[config.mk]
export PLATFORM = sky130hd
export DESIGN_NAME = serv_seq
export DESIGN_NICKNAME = d
export VERILOG_FILES = /design/src/rtl/serv_seq.sv
export SDC_FILE = /design/constraint.sdc
export NUM_CORES = 1
export LEC_CHECK = 0
export BUFFER_PORTS_ARGS = -buffer_cell sky130_fd_sc_hd__buf_2
export CORE_AREA = 4 4 41 43
export CTS_BUF_LIST = sky130_fd_sc_hd__clkbuf_8
export DETAILED_ROUTE_END_ITERATION = 10
export DIE_AREA = 0 0 45 47
export GPL_TIMING_DRIVEN = 0
export PLACE_DENSITY = 0.64
export SLEW_MARGIN = 10
export SYNTH_ARGS = -nofsm -noshare
export SYNTH_HDL_FRONTEND = slang
export SYNTH_SLANG_ARGS = --single-unit
[constraint.sdc]
create_clock -name clk -period 2.6 [get_ports clk]
set_input_delay 0.26 -clock clk [delete_from_list [all_inputs] [get_ports clk]]
set_output_delay 0.26 -clock clk [all_outputs]
set_load 0.01 [all_outputs]
[src/rtl/serv_seq.sv]
// serv_seq: bit-serial instruction sequencer.
// Walks each instruction through IDLE -> [INIT] -> RUN/TRAP -> IDLE, producing
// the beat counter that steps the serial datapath W bits per cycle and the
// data-bus request flag for loads and stores.
module serv_seq #(
  parameter int W        = 1,
  parameter int MDU_HOLD = 0
) (
  input  logic       clk,
  input  logic       i_rst,
  input  logic       i_ibus_ack,
  input  logic       i_two_stage,
  input  logic       i_mem_op,
  input  logic       i_e_op,
  input  logic       i_dbus_ack,
  input  logic       i_mem_misalign,
  input  logic       i_jump,
  input  logic       i_ctrl_misalign,
  input  logic       i_mdu_busy,
  output logic       o_ibus_active,
  output logic       o_init,
  output logic       o_run,
  output logic       o_trap,
  output logic       o_cnt_en,
  output logic [4:0] o_cnt,
  output logic       o_cnt_done,
  output logic       o_cnt_lt8,
  output logic       o_cnt_lt16,
  output logic       o_dbus_cyc
);

  // Only power-of-two widths that divide 32 are meaningful.
  generate
    if (!(W == 1 || W == 2 || W == 4 || W == 8)) begin : g_bad_w
      $error("serv_seq: W must be 1, 2, 4 or 8");
    end
  endgenerate

  typedef enum logic [1:0] {
    IDLE = 2'd0,
    INIT = 2'd1,
    RUN  = 2'd2,
    TRAP = 2'd3
  } state_t;

  localparam logic [4:0] STEP = 5'(W);
  localparam logic [4:0] LAST = 5'(32 - W);

  state_t     state, state_nxt;
  logic       go;
  logic [4:0] cnt;
  logic       dbus_cyc;
  logic       stall;
  logic       cnt_en;
  logic       cnt_done;
  logic       misalign_trap;
  logic       dbus_set;
  logic       dbus_ret;

  // Next-state decode, phase enable and bus-request conditions.
  always_comb begin
    state_nxt     = state;
    stall         = (MDU_HOLD != 0) && (state == RUN) && i_mdu_busy;
    cnt_en        = (state != IDLE) && !stall;
    cnt_done      = cnt_en && (cnt == LAST);
    misalign_trap = i_mem_misalign || (i_jump && i_ctrl_misalign);
    dbus_ret      = dbus_cyc && i_dbus_ack;
    dbus_set      = 1'b0;
    unique case (state)
      IDLE: begin
        // A load data return resumes the instruction ahead of a new fetch.
        if (dbus_ret)
          state_nxt = RUN;
        else if (go)
          state_nxt = i_e_op ? TRAP : (i_two_stage ? INIT : RUN);
      end
      INIT: begin
        if (cnt_done) begin
          if (misalign_trap)
            state_nxt = TRAP;
          else if (i_mem_op) begin
            state_nxt = IDLE;
            dbus_set  = 1'b1;
          end else
            state_nxt = RUN;
        end
      end
      RUN, TRAP: begin
        if (cnt_done)
          state_nxt = IDLE;
      end
      default: state_nxt = IDLE;
    endcase
  end

  // State, fetch strobe, beat counter and bus request registers.
  always_ff @(posedge clk) begin
    if (i_rst) begin
      state    <= IDLE;
      go       <= 1'b0;
      cnt      <= '0;
      dbus_cyc <= 1'b0;
    end else begin
      state <= state_nxt;
      go    <= i_ibus_ack;
      if (cnt_en)
        cnt <= cnt + STEP;
      if (dbus_ret)
        dbus_cyc <= 1'b0;
      else if (dbus_set)
        dbus_cyc <= 1'b1;
    end
  end

  // Output decodes.
  always_comb begin
    o_ibus_active = (state == IDLE);
    o_init        = (state == INIT);
    o_run         = (state == RUN);
    o_trap        = (state == TRAP);
    o_cnt_en      = cnt_en;
    o_cnt         = cnt;
    o_cnt_done    = cnt_done;
    o_cnt_lt8     = (cnt < 5'd8);
    o_cnt_lt16    = (cnt < 5'd16);
    o_dbus_cyc    = dbus_cyc;
  end

endmodule
# Word level (Yosys, flattened, before mapping)
# Cells that the tools add are included.
op_classes:
  addsub: 1
  n_lt_le_gt_ge: 2
  eq_ne: 7
  muxes: 13
  n_reduce_logical: 9
ops:
  columns: ["cell", "n"]
  rows:
  - ["$mux 2", 8]
  - ["$pmux 2 s3", 1]
  - ["$add 5x1->5 const B", 1]
  - ["$eq 5x5->1 const B", 1]
  - ["$lt 5x4->1 const B", 1]
  - ["$lt 5x5->1 const B", 1]
  - ["$eq 2x2->1 const B", 2]
  - ["$mux 1", 4]
  - ["$reduce_or 2->1", 2]
  - ["$logic_and 1x1->1", 3]
  - ["$ne 3x1->1 const B", 1]
  - ["$reduce_and 3->1", 1]
  - ["$eq 2x1->1 const B", 1]
  - ["$logic_not 2->1", 1]
  - ["$ne 2x1->1 const B", 1]
  - ["$ne 2x2->1 const B", 1]
  - ["$reduce_bool 2->1", 1]
  - ["$logic_or 1x1->1", 1]
totals:
  reg_bits: 9
  in_bits: 11
  elab_cells: 36

# Depth between registers and ports, before layout
# Gate-level depths: netlist (run 1).
depth:
  depth_word: 5
  ltp_mapped: 6
  depth_no_buf: 6

# Worst setup path after synthesis (run 1)
# Ideal clock, no wire load.
synth_path:
  path_type: "flip-flop to flip-flop"
  startpoint: "reg cnt[0] (netlist: o_cnt[0])"
  endpoint: "reg dbus_cyc (netlist: o_dbus_cyc)"
  setup_ns: 0.070
  arrival_ns: 1.506
  path_slack_ns: 1.024
  stages_incl_launch_ff: 7
  n_path_buf: 0
  synth_period_minus_slack_ns: 1.576
  cell_sequence: "dfxtp_1 ha_1 and3_1 ha_1 nand3b_1 or4_1 a21oi_1"
synth_between:
  elab_chain_len: 4
synth_rtl:
  columns: ["item", "line_no", "text"]
  rows:
  - ["from (decl)", "51", "logic [4:0] cnt;"]
  - ["from (signal assigned)", "107", "cnt <= cnt + STEP;"]
  - ["$eq 5x5->1", "65", "cnt_done = cnt_en && (cnt == LAST);"]
  - ["$logic_and 1x1->1", "65", null]
  - ["$mux 1", "78", "if (cnt_done) begin"]
  - ["$mux 1", "69", "unique case (state)"]
  - ["to (signal assigned)", "102", "dbus_cyc <= 1'b0;"]
  - ["to (signal assigned)", "109", "dbus_cyc <= 1'b0;"]
  - ["to (signal assigned)", "111", "dbus_cyc <= 1'b1;"]
  - ["to (decl)", "52", "logic dbus_cyc;"]
# Every way passes these cells.
# A chain may end at the register's enable or synchronous reset.

# Final worst setup path (run 1)
layout_path:
  startpoint: "reg cnt[0] (netlist: o_cnt[0])"
  endpoint: "out o_cnt_done"
layout_between:
  elab_chain_len: 2
layout_rtl:
  columns: ["item", "line_no", "text"]
  rows:
  - ["$eq 5x5->1", "65", null]
  - ["$logic_and 1x1->1", "65", null]
  - ["to (decl)", "26", "output logic o_cnt_done,"]
# Every way passes these cells.

==> results of run 1 <==
-- registers in the layout, indices dropped and copies added (netlist names) --
| register | flops |
|---|---|
| o_dbus_cyc | 1 |
| state | 2 |
| go | 1 |
| o_cnt | 5 |
-- Yosys cell counts (all sizes together), types with 2 or more instances --
master / number / share of area (%)
and2: 2 / 2.9
dfxtp: 9 / 38
nand2: 5 / 3.9
o311ai: 2 / 3.7
inv: 5 / 3.9
ha: 2 / 5.2
nor2: 4 / 4.7
a21oi: 5 / 5.2
and2b: 2 / 3.7
o21ai: 3 / 3.1
-- worst max path at each step --
stage	from	endpoint	slack, ps	cells past startpoint
after floorplan	o_cnt[0]	o_dbus_cyc	1020	6
after global routing	o_cnt[0]	o_cnt_done	750	5
final	o_cnt[0]	o_cnt_done	850	5
after global placement	o_cnt[0]	o_dbus_cyc	960	6
after detailed placement	o_cnt[0]	o_dbus_cyc	930	6
after CTS	o_cnt[0]	o_cnt_done	840	5
-- worst register-to-register path: stages (launching register included) --
cell and delay, ps:
sky130_fd_sc_hd__dfxtp_1 380, sky130_fd_sc_hd__ha_1 180, sky130_fd_sc_hd__and3_1 170, sky130_fd_sc_hd__ha_1 230
sky130_fd_sc_hd__nand3b_1 90, sky130_fd_sc_hd__or4_1 400, sky130_fd_sc_hd__a21oi_1 150
-- cells by family after synthesis --
kind of cell,after synthesis,share of synthesized area (%)
DFF,9,37.8
AOI/OAI and AO/OA,16,22.6
buffers and inverters,6,4.72
and+or+nand+nor,21,26.0
adders and majority gates,2,5.25
xor gates and xnor gates,2,3.68
-- layout by cell type, fill, tap and decap left out, drive strengths merged, types with 2 or more instances in the layout --
cell type / instances
a21oi: 5
and2: 2
and2b: 2
buf: 22
clkbuf: 4
dfxtp: 9
ha: 2
inv: 6
nand2: 5
nor2: 4
o21ai: 3
o311ai: 2
-- area by class of cell --
class | count | area [um2]
Buffer | 1 | 3.75
Clock buffer | 3 | 41.3
Clock inverter | 1 | 3.75
Fill cell | 154 | 651
Inverter | 5 | 18.8
Multi-Input combinational cell | 41 | 274
Sequential cell | 9 | 180
Tap cell | 15 | 18.8
Timing Repair Buffer | 22 | 110
-- power by group through the flow --
stage | registers [mW] | logic [mW] | clock network, mW
final | 0.192 | 0.187 | 0.158
after global routing | 0.198 | 0.207 | 0.172
after CTS | 0.193 | 0.189 | 0.161
after detailed placement | 0.195 | 0.187 | 0
after global placement | 0.194 | 0.186 | 0
after floorplan | 0.193 | 0.121 | 0
-- layer usage --
metal / part of all wire [%] / up-vias
met2: 49 / 13
met1: 43 / 212
met5: 0 / -
met3: 5.1 / 5
li1: - / 252
met4: 2.7 / 0
-- stage by stage --
step                      std cells  setup WS, ps  util [%]
after global routing             97           749      50.0
final                            97           854      50.0
after global placement           93           961      46.5
after CTS                        97           840      50.0
after detailed placement         93           930      46.5
after floorplan                  56          1020         -
==> run_summary.xml, run 1 <==
<?xml version="1.0" encoding="UTF-8"?>
<metrics>
  <group name="floorplanning">
    <metric name="die-height" unit="um">47</metric>
    <metric name="initial_utilization" unit="%">36.6</metric>
    <metric name="fp.dieArea" unit="um2">2120</metric>
    <metric name="ios" unit="">25</metric>
    <metric name="fp.dieW" unit="um">45</metric>
    <metric name="core_region_area" unit="um2">1300</metric>
    <metric name="std_cell_rows" unit="">13</metric>
  </group>
  <group name="timing">
    <metric name="final.min_clock_period" unit="ps">1750</metric>
    <metric name="slew_headroom" unit="%">78.1</metric>
    <metric name="finalSetupTns" unit="ps">0</metric>
    <metric name="worst_hold_slack" unit="ps">262</metric>
    <metric name="grt_setup_unrepaired" unit="">false</metric>
    <metric name="hold_viol" unit="">0</metric>
    <metric name="fin_worst_skew" unit="ps">0.882</metric>
    <metric name="timing_max_transition_violations_final" unit="">0</metric>
    <metric name="max_freq" unit="MHz">573</metric>
    <metric name="worst_slew_pin_slew" unit="ps">324</metric>
    <metric name="finalCritPeriodShare" unit="%">67.1</metric>
    <metric name="setup_viol" unit="">0</metric>
  </group>
  <group name="worst_setup_path">
    <metric name="critical_path.reg2reg.startpoint" unit="">o_cnt[0]</metric>
    <metric name="r2r_slack" unit="ps">920</metric>
    <metric name="crit_slowest_cell" unit="">sky130_fd_sc_hd__dfxtp_1</metric>
    <metric name="most_repeated_library_cell_on_the_critical_path" unit="">sky130_fd_sc_hd__ha_1</metric>
    <metric name="path_cells" unit="">ha_1 -&gt; and3_1 -&gt; ha_1 -&gt; and2_1 -&gt; buf_2</metric>
    <metric name="r2r_end" unit="">o_dbus_cyc</metric>
    <metric name="worst_path_largest_cell_delay" unit="ps">340</metric>
    <metric name="worst_endpoint_data_arrival_time" unit="ps">1490</metric>
    <metric name="cp_data_required_time" unit="ps">2340</metric>
    <metric name="worst-path-max-fanout" unit="">5</metric>
    <metric name="critPathTopFamily" unit="">adder cells</metric>
    <metric name="worst_setup_path_start_kind" unit="">flip-flop</metric>
    <metric name="ff2ff_path_depth" unit="">6</metric>
    <metric name="criticalPathCategory" unit="">flip-flop to output pin</metric>
    <metric name="worstPathBufferInverterCount" unit="">1</metric>
    <metric name="end_kind" unit="">output pin</metric>
  </group>
  <group name="cts">
    <metric name="cts_tree" unit="">built</metric>
    <metric name="cts_setup_buffers" unit="">0</metric>
    <metric name="postCtsHoldBufs" unit="">0</metric>
    <metric name="tritoncts_num_sinks" unit="">9</metric>
    <metric name="tritoncts.num_buffers" unit="">3</metric>
    <metric name="cts_root_buffer" unit="">sky130_fd_sc_hd__clkbuf_8</metric>
    <metric name="clkSlewWorstSetupHoldPaths" unit="ps">40</metric>
    <metric name="clock_tree.buffer_depth" unit="">2</metric>
    <metric name="htree_levels" unit="">1</metric>
    <metric name="ctsResizeCount" unit="">0</metric>
    <metric name="clk_latency" unit="ps">230</metric>
  </group>
  <group name="detailed_routing">
    <metric name="route.detailed.vias_per_inst" unit="">4.97</metric>
    <metric name="ant_nets" unit="">0</metric>
    <metric name="drc" unit="">0</metric>
    <metric name="route.detailed.wl_per_inst" unit="um">11.7</metric>
    <metric name="detail_route.iter0.violations" unit="">4</metric>
    <metric name="dr_total_vias" unit="">482</metric>
    <metric name="dr.pass1.iters" unit="">2</metric>
    <metric name="routed_wl" unit="um">1140</metric>
  </group>
  <group name="outcome">
    <metric name="outcome" unit="">completed</metric>
  </group>
  <group name="global_route">
    <metric name="antenna_violations_before_repair" unit="">0</metric>
    <metric name="grt_most_used_layer" unit="">met2</metric>
    <metric name="grt_pass1_vias" unit="">446</metric>
    <metric name="track_usage" unit="%">12.8</metric>
    <metric name="groute.layer.met2.usage" unit="%">18.9</metric>
    <metric name="grt_max_degree" unit="">11</metric>
    <metric name="globalRouteMet1Util" unit="%">15.4</metric>
    <metric name="first_pass_grt_wire_length" unit="um">1880</metric>
    <metric name="grtUsageMet3" unit="%">3.83</metric>
    <metric name="grt_overflow" unit="">0</metric>
  </group>
  <group name="pwr">
    <metric name="clock_power_share" unit="%">29.5</metric>
    <metric name="power_report.internal_total" unit="mW">0.348</metric>
    <metric name="p_sw_share" unit="%">35.3</metric>
    <metric name="power.share.combinational" unit="%">34.8</metric>
    <metric name="p_total" unit="mW">0.538</metric>
    <metric name="power_density_over_cell_area" unit="nW/um2">826</metric>
    <metric name="power_switching" unit="mW">0.190</metric>
    <metric name="power.sequential.fraction" unit="%">35.8</metric>
    <metric name="peakVddDrop" unit="V">0.000476</metric>
    <metric name="static-leakage-power" unit="nW">0.322</metric>
  </group>
  <group name="hold_path">
    <metric name="min_from" unit="">i_ibus_ack</metric>
    <metric name="holdCritPathClass" unit="">input pin to flip-flop</metric>
    <metric name="worst_hold_path.endpoint" unit="">go</metric>
    <metric name="holdPathStages" unit="">2</metric>
  </group>
  <group name="finish">
    <metric name="final_net_count" unit="">96</metric>
    <metric name="post_route_cells_drive_above_1_share" unit="%">37.8</metric>
    <metric name="antenna-diode-count" unit="">0</metric>
    <metric name="area_growth_syn_to_layout" unit="%">36.5</metric>
    <metric name="layout.cell_area.non_filler" unit="um2">651</metric>
  </group>
  <group name="synth">
    <metric name="synth.yosys.seq_area_share" unit="%">37.8</metric>
    <metric name="ys_seq_elements" unit="">9</metric>
    <metric name="syn_inst" unit="">56</metric>
    <metric name="synth-edff-count" unit="">0</metric>
    <metric name="synth-warning-count" unit="">0</metric>
    <metric name="avgSynthCellArea" unit="um2">8.51</metric>
    <metric name="synthArstFlopShare" unit="%">0</metric>
    <metric name="synthDistinctLibCells" unit="">29</metric>
    <metric name="dominantRegCellSynth" unit="">sky130_fd_sc_hd__dfxtp_1</metric>
    <metric name="mappedNetlistNets" unit="">69</metric>
    <metric name="netlist_area" unit="um2">477</metric>
  </group>
  <group name="placement">
    <metric name="dpl_cell_area" unit="um2">606</metric>
    <metric name="place.port_buffers" unit="">22</metric>
    <metric name="dp.final_hpwl" unit="um">864</metric>
    <metric name="globalplace.congestion" unit="">0.680</metric>
  </group>
  <group name="job">
    <metric name="timing.max_cap.violations" unit="">0</metric>
  </group>
</metrics>
No activity file was read; power rests on OpenSTA's default activity.
==> run 2: changes to the inputs <==
--- a/config.mk
+++ b/config.mk
@@ -11,7 +11,7 @@
 export DETAILED_ROUTE_END_ITERATION = 10
 export DIE_AREA = 0 0 45 47
 export GPL_TIMING_DRIVEN = 0
-export PLACE_DENSITY = 0.64
+export PLACE_DENSITY = 0.66
 export SLEW_MARGIN = 10
 export SYNTH_ARGS = -nofsm -noshare
 export SYNTH_HDL_FRONTEND = slang
==> constraint.sdc (replaced) <==
create_clock -name clk -period 1.6 [get_ports clk]
set_input_delay 0.16 -clock clk [delete_from_list [all_inputs] [get_ports clk]]
set_output_delay 0.16 -clock clk [all_outputs]
set_load 0.01 [all_outputs]
==> run_summary.xml, run 2 (synthesized netlist as in run 1, its figures left out) <==
<?xml version="1.0" encoding="UTF-8"?>
<metrics>
  <group name="cts">
    <metric name="tritoncts_num_sinks" unit="">9</metric>
    <metric name="cts_tree" unit="">built</metric>
    <metric name="htree_levels" unit="">1</metric>
    <metric name="cts_root_buffer" unit="">sky130_fd_sc_hd__clkbuf_8</metric>
    <metric name="clock_tree.buffer_depth" unit="">2</metric>
    <metric name="clkSlewWorstSetupHoldPaths" unit="ps">40</metric>
    <metric name="postCtsHoldBufs" unit="">0</metric>
    <metric name="clk_latency" unit="ps">230</metric>
    <metric name="tritoncts.num_buffers" unit="">3</metric>
  </group>
  <group name="detailed_routing">
    <metric name="route.detailed.vias_per_inst" unit="">5.02</metric>
    <metric name="route.detailed.wl_per_inst" unit="um">11.8</metric>
    <metric name="drc" unit="">0</metric>
    <metric name="detail_route.iter0.violations" unit="">4</metric>
    <metric name="ant_nets" unit="">0</metric>
    <metric name="dr_total_vias" unit="">497</metric>
    <metric name="routed_wl" unit="um">1170</metric>
    <metric name="dr.pass1.iters" unit="">2</metric>
  </group>
  <group name="outcome">
    <metric name="outcome" unit="">completed</metric>
  </group>
  <group name="finish">
    <metric name="mostFrequentLayoutCells" unit="">sky130_fd_sc_hd__buf_2, sky130_fd_sc_hd__dfxtp_1, sky130_fd_sc_hd__inv_1, sky130_fd_sc_hd__nand2_1, sky130_fd_sc_hd__a21oi_1</metric>
    <metric name="fillerInstances" unit="">134</metric>
    <metric name="commonest_non_fill_non_tap_cell_in_the_layout" unit="">sky130_fd_sc_hd__buf_2</metric>
    <metric name="final_net_count" unit="">98</metric>
    <metric name="post_route_cells_drive_above_1_share" unit="%">45.2</metric>
    <metric name="largest_reg_flops" unit="">5</metric>
    <metric name="area_growth_syn_to_layout" unit="%">44.9</metric>
    <metric name="layout.cell_area.non_filler" unit="um2">691</metric>
    <metric name="post-route-util" unit="%">53.1</metric>
    <metric name="antenna-diode-count" unit="">0</metric>
  </group>
  <group name="global_route">
    <metric name="first_pass_grt_wire_length" unit="um">1880</metric>
    <metric name="grt_overflow" unit="">0</metric>
    <metric name="antenna_violations_before_repair" unit="">0</metric>
    <metric name="track_usage" unit="%">12.6</metric>
    <metric name="grt_pass1_vias" unit="">455</metric>
    <metric name="grt_max_degree" unit="">11</metric>
  </group>
  <group name="job">
    <metric name="timing.max_cap.violations" unit="">0</metric>
  </group>
  <group name="worst_setup_path">
    <metric name="r2r_end" unit="">o_dbus_cyc</metric>
    <metric name="worst-path-max-fanout" unit="">5</metric>
    <metric name="r2r_slack" unit="ps">60</metric>
    <metric name="cp_data_required_time" unit="ps">1760</metric>
    <metric name="worst_setup_path_start_kind" unit="">flip-flop</metric>
    <metric name="ff2ff_path_depth" unit="">6</metric>
    <metric name="critical_path.reg2reg.startpoint" unit="">o_cnt[0]</metric>
    <metric name="worst_endpoint_data_arrival_time" unit="ps">1690</metric>
    <metric name="criticalPathCategory" unit="">flip-flop to flip-flop</metric>
    <metric name="end_kind" unit="">flip-flop</metric>
  </group>
  <group name="placement">
    <metric name="dpl_cell_area" unit="um2">606</metric>
    <metric name="place.port_buffers" unit="">22</metric>
    <metric name="dp.final_hpwl" unit="um">863</metric>
    <metric name="globalplace.congestion" unit="">0.698</metric>
  </group>
  <group name="timing">
    <metric name="worst_hold_slack" unit="ps">143</metric>
    <metric name="fin_worst_skew" unit="ps">1.90</metric>
    <metric name="worst_slew_pin_slew" unit="ps">325</metric>
    <metric name="final.min_clock_period" unit="ps">1540</metric>
    <metric name="grt_setup_unrepaired" unit="">true</metric>
    <metric name="timing_max_transition_violations_final" unit="">0</metric>
    <metric name="max_freq" unit="MHz">650</metric>
    <metric name="slew_headroom" unit="%">78.0</metric>
    <metric name="setup_viol" unit="">0</metric>
    <metric name="finalCritPeriodShare" unit="%">96.2</metric>
    <metric name="hold_viol" unit="">0</metric>
  </group>
  <group name="floorplanning">
    <metric name="ios" unit="">25</metric>
    <metric name="core_region_area" unit="um2">1300</metric>
    <metric name="die-height" unit="um">47</metric>
    <metric name="std_cell_rows" unit="">13</metric>
    <metric name="fp.dieArea" unit="um2">2120</metric>
    <metric name="fp.dieW" unit="um">45</metric>
    <metric name="initial_utilization" unit="%">36.6</metric>
  </group>
  <group name="pwr">
    <metric name="peakVddDrop" unit="V">0.000897</metric>
    <metric name="power_density_over_cell_area" unit="nW/um2">1330</metric>
    <metric name="static-leakage-power" unit="nW">0.324</metric>
  </group>
  <group name="hold_path">
    <metric name="holdCritPathClass" unit="">input pin to flip-flop</metric>
    <metric name="worst_hold_path.endpoint" unit="">go</metric>
    <metric name="holdPathStages" unit="">2</metric>
    <metric name="min_from" unit="">i_ibus_ack</metric>
  </group>
</metrics>
## run 2: metrics by stage
stage                     setup slack (ps)  cells  power, mW  setup TNS, ps
after global placement               -39.6     93      0.618          -39.6
after global routing                 -18.2     99      0.982          -18.2
after detailed placement             -42.2     93      0.623          -42.2
final                                 61.0     99      0.917              0
after floorplan                       24.4     56      0.511              0
after CTS                             13.6     97      0.884              0
## run 2: worst max-delay path, cell delays in order (launching register included)
cell and delay (ps):
sky130_fd_sc_hd__dfxtp_4 360, sky130_fd_sc_hd__ha_2 170, sky130_fd_sc_hd__and3_4 190, sky130_fd_sc_hd__ha_4 140
sky130_fd_sc_hd__nand3b_1 70, sky130_fd_sc_hd__or4_1 410, sky130_fd_sc_hd__a21oi_1 130
## run 2: metal layers
metal | wire [um] | vias up | track usage, % | part of all wire, %
li1 | - | 254 | - | -
met4 | 17 | 0 | 7.02 | 1.5
met2 | 593 | 9 | 20.3 | 51
met3 | 51 | 2 | 5.36 | 4.4
met1 | 505 | 232 | 14.0 | 43
met5 | 0 | - | 0 | 0
## run 2: cell type report
type	instances	area, um2	area share, %
Timing Repair Buffer	24	125	18.1
Inverter	5	18.8	2.72
Clock buffer	3	41.3	5.98
Tap cell	15	18.8	2.72
Buffer	1	3.75	0.543
Multi-Input combinational cell	41	294	42.6
Sequential cell	9	185	26.8
Clock inverter	1	3.75	0.543
## run 2: how the worst max path moves through the flow
| stage | startpoint | end | slack [ps] | depth (start not counted) |
|---|---|---|---|---|
| final | o_cnt[0] | o_dbus_cyc | 60 | 6 |
| after global routing | o_cnt[0] | o_dbus_cyc | -20 | 6 |
| after CTS | o_cnt[0] | o_dbus_cyc | 10 | 6 |
| after detailed placement | o_cnt[0] | o_dbus_cyc | -40 | 6 |
| after global placement | o_cnt[0] | o_dbus_cyc | -40 | 6 |
| after floorplan | o_cnt[0] | o_dbus_cyc | 20 | 6 |
## run 2: timing repair
action	4_1_cts	5_1_grt
setup endpoints to repair	2	3
buffers inserted	0	2
endpoints found under the hold margin	0	0
gates resized for setup	3	4
pin swaps	0	2
## run 2: where the power goes
group | switching [mW] | total [mW] | internal [mW] | leakage [nW]
combinational | 0.177 | 0.346 | 0.170 | 0.223
sequential | 0.0539 | 0.321 | 0.267 | 0.0745
clock | 0.0827 | 0.249 | 0.166 | 0.0269
